===== src/rtl/ex_mem_stage.sv =====
// ex_mem_stage: EX->MEM pipeline register with branch resolution.
// Stage A holds the EX control bundle for the cycle the ALU is computing, so
// the ALU's registered result lines up with it. Stage M is the EX/MEM register.
// Optional feature macro: EX_MEM_BNE_EN adds the ex_branch_ne input (BNE support).
module ex_mem_stage #(
  parameter int DATA_W = 16,
  parameter int RD_W   = 3
) (
  input  logic              clock,
  input  logic              reset_n,
  input  logic              ex_valid,
  input  logic              ex_reg_write,
  input  logic              ex_mem_read,
  input  logic              ex_mem_write,
  input  logic              ex_mem_to_reg,
  input  logic              ex_branch,
`ifdef EX_MEM_BNE_EN
  input  logic              ex_branch_ne,
`endif
  input  logic [RD_W-1:0]   ex_rd,
  input  logic [DATA_W-1:0] ex_store_data,
  input  logic [DATA_W-1:0] ex_pc_next,
  input  logic [DATA_W-1:0] ex_imm,
  input  logic [DATA_W-1:0] alu_result,
  input  logic              alu_zero,
  input  logic              hold,
  input  logic              flush,
  output logic              mem_valid,
  output logic              mem_reg_write,
  output logic              mem_mem_read,
  output logic              mem_mem_write,
  output logic              mem_mem_to_reg,
  output logic [RD_W-1:0]   mem_rd,
  output logic [DATA_W-1:0] mem_alu_result,
  output logic [DATA_W-1:0] mem_store_data,
  output logic              branch_taken,
  output logic [DATA_W-1:0] branch_target
);

  // Stage A (align)
  logic              r_a_valid, r_a_reg_write, r_a_mem_read, r_a_mem_write;
  logic              r_a_mem_to_reg, r_a_branch;
  logic [RD_W-1:0]   r_a_rd;
  logic [DATA_W-1:0] r_a_store_data, r_a_target;
`ifdef EX_MEM_BNE_EN
  logic              r_a_branch_ne;
`endif

  // Stage M (capture)
  logic              r_m_valid, r_m_reg_write, r_m_mem_read, r_m_mem_write;
  logic              r_m_mem_to_reg;
  logic [RD_W-1:0]   r_m_rd;
  logic [DATA_W-1:0] r_m_alu_result, r_m_store_data;

  // Redirect
  logic              r_taken;
  logic [DATA_W-1:0] r_target;

  logic              w_cond, w_take, w_advance;
  logic [DATA_W-1:0] w_target;

  // Offset is in halfwords; the sum wraps mod 2^DATA_W.
  assign w_target  = ex_pc_next + {ex_imm[DATA_W-2:0], 1'b0};
`ifdef EX_MEM_BNE_EN
  assign w_cond    = r_a_branch_ne ? ~alu_zero : alu_zero;
`else
  assign w_cond    = alu_zero;
`endif
  assign w_take    = r_a_valid & r_a_branch & w_cond;
  assign w_advance = ~flush & ~hold;

  // Stage A: sample the EX bundle; a resolving taken branch kills the younger entry
  always_ff @(posedge clock) begin
    if (!reset_n) begin
      r_a_valid      <= 1'b0;
      r_a_reg_write  <= 1'b0;
      r_a_mem_read   <= 1'b0;
      r_a_mem_write  <= 1'b0;
      r_a_mem_to_reg <= 1'b0;
      r_a_branch     <= 1'b0;
      r_a_rd         <= '0;
      r_a_store_data <= '0;
      r_a_target     <= '0;
`ifdef EX_MEM_BNE_EN
      r_a_branch_ne  <= 1'b0;
`endif
    end else if (flush) begin
      r_a_valid      <= 1'b0;
    end else if (!hold) begin
      r_a_valid      <= ex_valid & ~w_take;
      r_a_reg_write  <= ex_reg_write;
      r_a_mem_read   <= ex_mem_read;
      r_a_mem_write  <= ex_mem_write;
      r_a_mem_to_reg <= ex_mem_to_reg;
      r_a_branch     <= ex_branch;
      r_a_rd         <= ex_rd;
      r_a_store_data <= ex_store_data;
      r_a_target     <= w_target;
`ifdef EX_MEM_BNE_EN
      r_a_branch_ne  <= ex_branch_ne;
`endif
    end
  end

  // Stage M: move A forward together with the ALU result now valid for it
  always_ff @(posedge clock) begin
    if (!reset_n) begin
      r_m_valid      <= 1'b0;
      r_m_reg_write  <= 1'b0;
      r_m_mem_read   <= 1'b0;
      r_m_mem_write  <= 1'b0;
      r_m_mem_to_reg <= 1'b0;
      r_m_rd         <= '0;
      r_m_alu_result <= '0;
      r_m_store_data <= '0;
    end else if (flush) begin
      r_m_valid      <= 1'b0;
    end else if (!hold) begin
      r_m_valid      <= r_a_valid;
      r_m_reg_write  <= r_a_reg_write;
      r_m_mem_read   <= r_a_mem_read;
      r_m_mem_write  <= r_a_mem_write;
      r_m_mem_to_reg <= r_a_mem_to_reg;
      r_m_rd         <= r_a_rd;
      r_m_alu_result <= alu_result;
      r_m_store_data <= r_a_store_data;
    end
  end

  // Redirect: one-cycle pulse; target is kept until the next taken branch
  always_ff @(posedge clock) begin
    if (!reset_n) begin
      r_taken  <= 1'b0;
      r_target <= '0;
    end else begin
      r_taken <= w_take & w_advance;
      if (w_take & w_advance) r_target <= r_a_target;
    end
  end

  assign mem_valid      = r_m_valid;
  assign mem_reg_write  = r_m_valid & r_m_reg_write;
  assign mem_mem_read   = r_m_valid & r_m_mem_read;
  assign mem_mem_write  = r_m_valid & r_m_mem_write;
  assign mem_mem_to_reg = r_m_valid & r_m_mem_to_reg;
  assign mem_rd         = r_m_rd;
  assign mem_alu_result = r_m_alu_result;
  assign mem_store_data = r_m_store_data;
  assign branch_taken   = r_taken;
  assign branch_target  = r_target;

endmodule


===== config.mk =====
export PLATFORM = sky130hd
export DESIGN_NAME = ex_mem_stage
export DESIGN_NICKNAME = d
export VERILOG_FILES = /design/src/rtl/ex_mem_stage.sv
export SDC_FILE = /design/constraint.sdc
export NUM_CORES = 1
export LEC_CHECK = 0
export ABC_AREA = 0
export BUFFER_PORTS_ARGS = -buffer_cell sky130_fd_sc_hd__buf_2
export CAP_MARGIN = 10
export CORE_ASPECT_RATIO = 1.2
export CORE_MARGIN = 1.5
export CORE_UTILIZATION = 50
export DETAILED_ROUTE_END_ITERATION = 8
export GPL_TIMING_DRIVEN = 0
export PLACE_DENSITY_LB_ADDON = 0.3
export SYNTH_ARGS = -nofsm -noshare
export SYNTH_HDL_FRONTEND = slang
export SYNTH_SLANG_ARGS = --single-unit
export TNS_END_PERCENT = 100

===== constraint.sdc =====
create_clock -name clock -period 2.35 [get_ports clock]
set_input_delay 0.3525 -clock clock [delete_from_list [all_inputs] [get_ports clock]]
set_output_delay 0.3525 -clock clock [all_outputs]
set_load 0.02 [all_outputs]

## Word-level counts from Yosys, hierarchy flattened

Index checks and enable logic that the tools add are counted.

- Flip-flop bits (word level): 98
- Latch bits: 0
- RAM bits: 0
- Memory bits (read-only): 0
- Input bits: 78
- Output and inout bits: 57
- Logic and storage cells: 35
- Memories kept: 0

- $add $sub $neg: 1
- Multiply operators: 0
- Divide/modulo/power cells: 0
- Magnitude comparators: 0
- Equal/unequal tests: 0
- Shift-type cells: 0
- Multiplexer cells: 0
- Bitwise operators: 13
- Reduce and logical (&&, ||, !) cells: 2

Operator list:

| kind | number |
|---|---|
| $add 16x16->16 | 1 |
| $and 1x1->1 | 9 |
| $not 1->1 | 4 |
| $reduce_and 2->1 | 1 |
| $reduce_or 2->1 | 1 |

## Logic depth before layout (Yosys ltp)

Gate-level depths: netlist of the first run.

- Depth after elaboration: 4
- Mapped depth: 7

## Least setup slack after synthesis of the first run

No wires, ideal clock.

- Path type: input to register
- From: in ex_pc_next[1]
- To: reg r_a_target[11]
- Setup time: 0.116 ns
- Arrival time: 1.843 ns
- Setup slack: 0.391 ns
- Stages: 7
- Path buffers: 0
- Path through: ha_1 fa_1 a211oi_2 o21ai_1 a21oi_1 mux2i_1 a31o_2

- Longest elaborated chain between the ends: 1

Ends and longest elaborated chain:

| element | RTL line | source |
|---|---|---|
| from (decl) | 22 | `input logic [DATA_W-1:0] ex_pc_next,` |
| $add 16x16->16 | 63 | `assign w_target = ex_pc_next + {ex_imm[DATA_W-2:0], 1'b0};` |
| to (signal assigned) | 98 | `r_a_target <= w_target;` |
| to (decl) | 44 | `logic [DATA_W-1:0] r_a_store_data, r_a_target;` |

No other way between the ends.
A chain may end at the register's enable or synchronous reset.

## Worst setup path after layout of the first run

Same ends and word-level chain as after synthesis.

==> out/metrics.yaml, run 1 <==
synthesis:
  yosysWarnings: 0
  synth.ff_latch_count: 98
  syn_inst: 522
  synthesis.area_um2: 4130
  netlist_top_cells_area: "dfxtp_1, nand2_1, a21oi_1, ha_1, buf_2"
  ys_seq_area_share_pct: 47.5
  syn-num-nets: 615
  avgSynthCellArea_um2: 7.92
  synth_enable_flop_cells: 0
  synth_cell_types: 43
  yosysTopAreaCell: "dfxtp_1"
  synth_top_area_share_pct: 47.5
  ys.flop_type: "dfxtp_1"
  synth-async-reset-ratio_pct: 0
global_route:
  antenna_found_initial: 0
  grt_pass1_wl_mm: 16.6
  gr-usage-all-layers_pct: 23.9
  grt_max_degree: 18
  grt_pass1_vias: 3695
  gr-total-overflow: 0
drt:
  vias: 4006
  firstDrtPassIters: 5
  avgRoutedWirePerCell_um: 13.6
  viasPerCell: 5.23
  drt_iter0_drc: 95
  drc: 0
  detail-route-antenna-nets: 0
  drt-total-wl_mm: 10.4
min_path:
  hold_depth: 3
  hold_path.class: "input pin to register"
  min-delay-start: "ex_store_data[7]"
  whs_endpoint: "r_a_store_data[7]"
timing:
  min_period_over_period_pct: 82.8
  fmax_ghz: 0.514
  fin_setup_tns_ps: 0
  hold_viol_final: 0
  skew_ps: 11.6
  tightest_slew_ps: 546
  setup_viol: 0
  slew_violations: 0
  slew_headroom_pct: 63.6
  period_needed_ps: 1940
  rsz0062_at_grt: "no"
  setup_ws_ps: 405
die:
  core_um2: 8060
  dieArea_um2: 8820
  start_util_pct: 51.3
  num_rows: 36
  die_width_um: 86.0
  die_y_um: 103
  num_io_pins: 135
clock_tree:
  cts_hold_buf: 0
  root_buffer: "clkbuf_8"
  cts_tree: "built"
  clock-sinks: 98
  cts-resized-gates: 0
  cts_buffers: 9
  clk_latency_ps: 370
  clk_pin_slew_ps: 100
  postCtsSetupRepairBufs: 0
  cts_buffer_depth: 2
  h-tree-depth: 3
power:
  power.total_w: 0.00342
  p_leak_nw: 2.23
  ir_worst_vdd_uv: 346
  powerDensity_nw_per_um2: 665
place:
  gp_congestion: 0.945
  hpwl_mm: 7.90
  place_ws_ps: 36.6
  dpl.cell_count: 750
  port_buffers: 133
final_layout:
  antenna_cells: 0
  final_cell_mix: "nand2_1, buf_2, a21oi_1"
  layout.nets: 759
  area_delta_synth_final_pct: 24.4
  fin_util_pct: 63.8
  drive_gt1_share_pct: 26.4
  stdcell_count: 766
  mostFrequentLayoutCell: "nand2_1"
setup_path:
  arrival_ps: 2260
  cp_top_family: "compound AO/OA/AOI/OAI gates"
  cp-start-kind: "input pin"
  path_class: "input pin to register"
  reg2reg_slack_ps: 1010
  cp.required_ps: 2660
  worst-path-buf-inv: 1
  crit_path_top_delay_cell: "fa_1"
  cp-end-kind: "register"
  reg2reg_depth: 6
  critPathMaxStageDelay_ps: 440
  path_max_fanout: 4
  cp_cell_sequence: "buf_2 > ha_1 > fa_1 > a211oi_2 > o21ai_1 > a21oi_1 > mux2i_1 > a31o_2"
  rr_endpoint: "branch_target[7]"
  r2r_start: "r_a_valid"
flow_run:
  cap_violations: 0
outcome:
  status: "complete, no violations"
worst max path at each step:
stage,startpoint,end,slack (ps),cells past startpoint
finish,ex_pc_next[1],r_a_target[11],410,8
global route,ex_pc_next[1],r_a_target[11],340,8
CTS,ex_pc_next[1],r_a_target[11],410,8
detailed placement,ex_pc_next[1],r_a_target[11],40,8
global placement,ex_pc_next[1],r_a_target[11],60,8
floorplan,ex_pc_next[1],r_a_target[11],390,7
metal layers:
metal / up-vias / share of wire (%) / track usage, %
met5: - / 0 / 0
met4: 0 / 2.4 / 10.7
met3: 21 / 5.1 / 4.40
met2: 117 / 49 / 42.3
met1: 1814 / 44 / 28.5
li1: 2054 / - / -
stage by stage:
step                      hold slack [ps]  instance area [µm²]
after global routing                  204                 5140
after CTS                             200                 5140
final                                 208                 5140
after floorplan                       432                 4130
after global placement                436                 4920
after detailed placement              444                 4920
Yosys cell counts (all sizes together) (3+ instances only):
library cell and number:
ha 14, and3 3, a21oi 103, nor2 16, mux2i 4, xnor2 3, clkbuf 12, a211oi 4
nand4 6, nand2 181, buf 21, o21ai 7, nand3 9, dfxtp 98, o211ai 5, o31ai 3
a21o 6, and2 4
cell type report:
cell class	instances	area [µm²]
Fill cell	754	2920
Sequential cell	98	1960
Timing Repair Buffer	133	666
Multi-Input combinational cell	390	2010
Tap cell	95	119
Clock inverter	7	98.8
Inverter	1	3.75
Buffer	33	161
Clock buffer	9	124
cells by family (layout without fill, tap and decap cells):
kind of cell / Yosys count / in the layout / synth area share (%)
simple gates: 230 / 230 / 22.8
compound gates: 137 / 137 / 19.2
flops: 98 / 98 / 47.5
buf+inv: 34 / 183 / 3.99
fa+ha+maj: 15 / 15 / 4.72
xor+xnor: 4 / 4 / 0.848
mux: 4 / 4 / 0.969
worst register-to-register path, cell delays in order (launching register included):
cell and delay [ps]:
dfxtp_1 360, nand3_1 170, or2_1 270, buf_6 140, buf_6 140, nand2_1 60, a21oi_1 60
report_power, final:
group          internal [W]  switching [W]
Combinational      0.000181       0.000279
Sequential          0.00172      0.0000286
Clock              0.000609       0.000605
Total               0.00251       0.000913
Note: power is estimated with default switching activity, not from simulation.
==> run 2, diff against run 1 <==
- clock period: 2.35 -> 1.94 ns (I/O delays scaled with it)
==> run 2 against run 1 <==
Net effect: first-iteration DRC count up 16%; setup slack got worse by 360 ps; clock power up 21%; global-route usage unchanged; sequential power up 21%; final area up 0.15%; sequential share of layout area shrank 0.056 points; clock-buffer cell count is the same; clock skew decreased by 2.0 ps; combinational power rose by 22%; utilization is 0.093 points higher; cell count is the same; critical endpoint unchanged.
==> out/metrics.yaml, run 2 (synthesis gave the netlist of run 1 again) <==
power:
  powerDensity_nw_per_um2: 807
  ir_worst_vdd_uv: 427
  p_leak_nw: 2.23
  power.total_w: 0.00415
place:
  port_buffers: 133
  placed_area_um2: 4920
  gp_congestion: 0.945
  hpwl_mm: 7.90
  dpl.cell_count: 750
clock_tree:
  root_buffer: "clkbuf_8"
  cts_hold_buf: 0
  cts_tree: "built"
  postCtsSetupRepairBufs: 0
  cts_buffers: 9
  cts_buffer_depth: 2
  clk_pin_slew_ps: 100
  h-tree-depth: 3
  clk_latency_ps: 370
  clock-sinks: 98
flow_run:
  cap_violations: 0
drt:
  drt_iter0_drc: 110
  vias: 4026
  avgRoutedWirePerCell_um: 13.6
  detail-route-antenna-nets: 0
  drt-total-wl_mm: 10.5
  viasPerCell: 5.26
  drc: 0
  firstDrtPassIters: 5
timing:
  period_needed_ps: 1890
  fmax_ghz: 0.529
  hold_viol_final: 0
  fin_setup_tns_ps: 0
  tightest_slew_ps: 549
  min_period_over_period_pct: 97.5
  rsz0062_at_grt: "no"
  setup_viol: 0
  skew_ps: 9.56
  slew_headroom_pct: 63.4
  slew_violations: 0
die:
  dieArea_um2: 8820
  num_io_pins: 135
  core_um2: 8060
  die_y_um: 103
  die_width_um: 86.0
  num_rows: 36
  start_util_pct: 51.3
global_route:
  grt_pass1_wl_mm: 16.6
  antenna_found_initial: 0
  gr-usage-all-layers_pct: 23.9
  gr-total-overflow: 0
  grt_pass1_vias: 3695
  grt_max_degree: 18
setup_path:
  crit_start: "ex_pc_next[1]"
  cp_cell_sequence: "buf_2 > ha_1 > fa_1 > a211oi_4 > o21ai_1 > a21oi_1 > mux2i_1 > a31o_2"
  path_max_fanout: 4
  crit_path_top_delay_cell: "fa_1"
  cp.required_ps: 2250
  reg2reg_slack_ps: 600
  arrival_ps: 2200
  rr_endpoint: "branch_target[7]"
  critPathCapture: "r_a_target[11]"
  cp-end-kind: "register"
  cp-start-kind: "input pin"
  reg2reg_depth: 6
  r2r_start: "r_a_valid"
  path_class: "input pin to register"
  critPathMaxStageDelay_ps: 470
min_path:
  hold_depth: 3
  hold_path.class: "input pin to register"
final_layout:
  mostFrequentLayoutCell: "nand2_1"
  area_delta_synth_final_pct: 24.5
  stdcell_count: 766
  multiInputGateArea_um2: 2010
  final_cell_mix: "nand2_1, buf_2, a21oi_1"
  regArea_um2: 1960
  antenna_cells: 0
  fillers: 754
  fin_area_um2: 5150
  layout.nets: 759
  drive_gt1_share_pct: 26.4
outcome:
  status: "complete, no violations"
## run 2: cell counts in the layout (fill, tap and decap cells not counted)
No cell type changed its count.
## run 2: per-layer routing
metal	up-vias	GRT usage [%]	part of all wire [%]
met2	122	42.3	48
li1	2056	-	-
met5	-	0	0
met4	0	10.7	2.4
met3	22	4.40	5.5
met1	1826	28.5	44
## run 2: power by group
| part | switching [W] | internal, W | leakage, nW |
|---|---|---|---|
| clock | 0.000737 | 0.000738 | 0.111 |
| combinational | 0.000341 | 0.000221 | 1.33 |
| sequential | 0.0000347 | 0.00208 | 0.797 |
## run 2: area by class of cell
type / instances / share of cell area, %
multi-input combinational: 390 / 39.1
tap: 95 / 2.31
sequential: 98 / 38.1
clock inverter: 7 / 1.92
inverter: 1 / 0.0729
clock buffer: 9 / 2.41
buffer: 33 / 3.13
timing repair buffer: 133 / 12.9
## run 2: repair_timing
action | 4_1_cts | 5_1_grt
endpoints found under the setup margin | 0 | 1
gates resized for setup | 0 | 1
endpoints found under the hold margin | 0 | 0
## run 2: worst min-delay path by stage
stage                       start                  to
6_report         ex_store_data[4]   r_a_store_data[4]
5_1_grt             alu_result[4]   mem_alu_result[4]
4_1_cts          ex_store_data[7]   r_a_store_data[7]
3_5_place_dp   mem_store_data[14]  mem_store_data[14]
3_3_place_gp    r_a_store_data[3]   mem_store_data[3]
2_1_floorplan           ex_branch          r_a_branch
## run 2: worst max-delay path: cells and delay by family
kind	cells	cell delay, ps
buf+inv	1	100
fa+ha+maj	2	690
compound gates	4	830
mux	1	300
## run 2: per-stage QoR
stage | util [%] | hold WS [ps] | worst slack [ps]
detailed placement | 61.0 | 444 | -312
global route | 63.9 | 142 | 6.23
global placement | 61.0 | 436 | -286
CTS | 63.8 | 138 | 61.4
finish | 63.9 | 148 | 48.8
floorplan | - | 427 | 42.6
==> run 3, diff against run 2 <==
- BUFFER_PORTS_ARGS: -buffer_cell sky130_fd_sc_hd__buf_2 -> not set
- DONT_BUFFER_PORTS: not set -> 1
==> run 3 against run 2 <==
Net effect: total power down 5.4%; global-route usage fell by 1.6 points; sequential share of layout area rose by 5.9 points; flip-flop and latch count stayed put; setup slack gained 140 ps; largest cell class unchanged; largest power group unchanged.
==> out/metrics.yaml, run 3 (synthesis gave the netlist of run 1 again) <==
power:
  power_frac_comb_pct: 10.8
  power_switching_w: 0.00106
  internal_power_w: 0.00287
  power.total_w: 0.00393
  seqPwrFrac_pct: 54.6
  ir_worst_vdd_uv: 420
  powerDensity_nw_per_um2: 882
  p_leak_nw: 1.61
  pwr-share-clk_pct: 34.6
  swShare_pct: 27.0
die:
  die_y_um: 103
  core_um2: 8060
  die_width_um: 86.0
  start_util_pct: 51.3
  num_rows: 36
  num_io_pins: 135
  dieArea_um2: 8820
clock_tree:
  clk_latency_ps: 370
  clk_pin_slew_ps: 100
  cts_buffer_depth: 2
  cts_tree: "built"
  clock-sinks: 98
  postCtsSetupRepairBufs: 0
  root_buffer: "clkbuf_8"
  cts-resized-gates: 0
  h-tree-depth: 3
  cts_buffers: 9
  cts_hold_buf: 0
timing:
  fmax_ghz: 0.571
  fin_setup_tns_ps: 0
  min_period_over_period_pct: 90.3
  rsz0062_at_grt: "no"
  setup_ws_ps: 188
  setup_viol: 0
  slew_headroom_pct: 63.9
  tightest_slew_ps: 541
  hold_viol_final: 0
  slew_violations: 0
  period_needed_ps: 1750
  hold_slack_ps: 42.0
  skew_ps: 7.03
min_path:
  hold_path.class: "input pin to register"
global_route:
  grt_max_degree: 17
  gr-total-overflow: 0
  antenna_found_initial: 0
  grt_pass1_vias: 3190
  gr-usage-all-layers_pct: 22.4
  grt_pass1_wl_mm: 15.2
setup_path:
  critPathMaxStageDelay_ps: 440
  path_max_fanout: 4
  crit_path_top_delay_cell: "fa_1"
  path_class: "input pin to register"
  cp_cell_sequence: "ha_1 > fa_1 > a211oi_2 > o21ai_1 > a21oi_1 > mux2i_1 > a31o_2"
  arrival_ps: 2070
  cp-start-kind: "input pin"
  cp-end-kind: "register"
  cp.required_ps: 2260
drt:
  firstDrtPassIters: 4
  detail-route-antenna-nets: 0
  drt_iter0_drc: 89
  drc: 0
  vias: 3486
  avgRoutedWirePerCell_um: 15.8
  drt-total-wl_mm: 9.98
  viasPerCell: 5.51
final_layout:
  layout.nets: 626
  stdcell_count: 633
  final_cell_mix: "nand2_1, a21oi_1, dfxtp_1"
  antenna_cells: 0
  mostFrequentLayoutCell: "nand2_1"
  drive_gt1_share_pct: 8.18
  area_delta_synth_final_pct: 7.78
  fillers: 786
place:
  hpwl_mm: 7.50
  port_buffers: 0
  dpl.cell_count: 617
  gp_congestion: 0.916
  place_ws_ps: -194
flow_run:
  cap_violations: 0
outcome:
  status: "complete, no violations"
==> run 3: changes by cell type in the layout (fill, tap and decap cells not counted), sizes merged <==
cell,before,now
inv,4,2
bufinv,2,1
clkbuf,21,22
clkinv,1,3
buf,154,21
==> run 3: through the flow <==
stage                     util (%)  area [µm²]
after floorplan                  -        4130
after global placement        52.7        4250
after detailed placement      52.7        4250
after CTS                     55.3        4460
after global routing          55.3        4460
final                         55.3        4460
==> run 3: cell type report <==
cell class / instances / area (µm²) / share of cell area [%]
Clock inverter: 6 / 65.1 / 1.46
Tap cell: 95 / 119 / 2.67
Buffer: 33 / 161 / 3.62
Inverter: 1 / 3.75 / 0.0842
Clock buffer: 10 / 138 / 3.09
Multi-Input combinational cell: 390 / 2010 / 45.0
Sequential cell: 98 / 1960 / 44.0
==> run 3: per-layer routing <==
metal  share of wire [%]  wire (µm)  vias up  GRT usage [%]
met5                   0          0        -              0
met4                 1.7        168        0           8.68
met3                 6.8        679       14           6.24
li1                    -          -     1789              -
met2                  47       4730      109           38.5
met1                  44       4400     1574           26.6
==> run 3: final timing paths <==
check,end,slack [ps],startpoint,depth (start not counted)
setup / recovery,r_a_target[11],190,ex_pc_next[1],7
hold / removal,r_a_reg_write,40,ex_reg_write,2
setup reg to reg,branch_target[13],590,r_a_valid,6
hold reg to reg,mem_rd[2],450,r_a_rd[2],2
==> run 3: critical path: cells and delay by family <==
kind / cells / cell delay, ps
AOI/OAI and AO/OA: 4 / 850
adders and majority gates: 2 / 650
muxes: 1 / 270
==> run 3: power by group through the flow <==
| stage | registers [W] | logic [W] | clock network (W) |
|---|---|---|---|
| 2_1_floorplan | 0.00218 | 0.000330 | 0 |
| 3_3_place_gp | 0.00219 | 0.000414 | 0 |
| 3_5_place_dp | 0.00219 | 0.000423 | 0 |
| 4_1_cts | 0.00215 | 0.000424 | 0.00137 |
| 5_1_grt | 0.00216 | 0.000481 | 0.00147 |
| 6_report | 0.00215 | 0.000426 | 0.00136 |
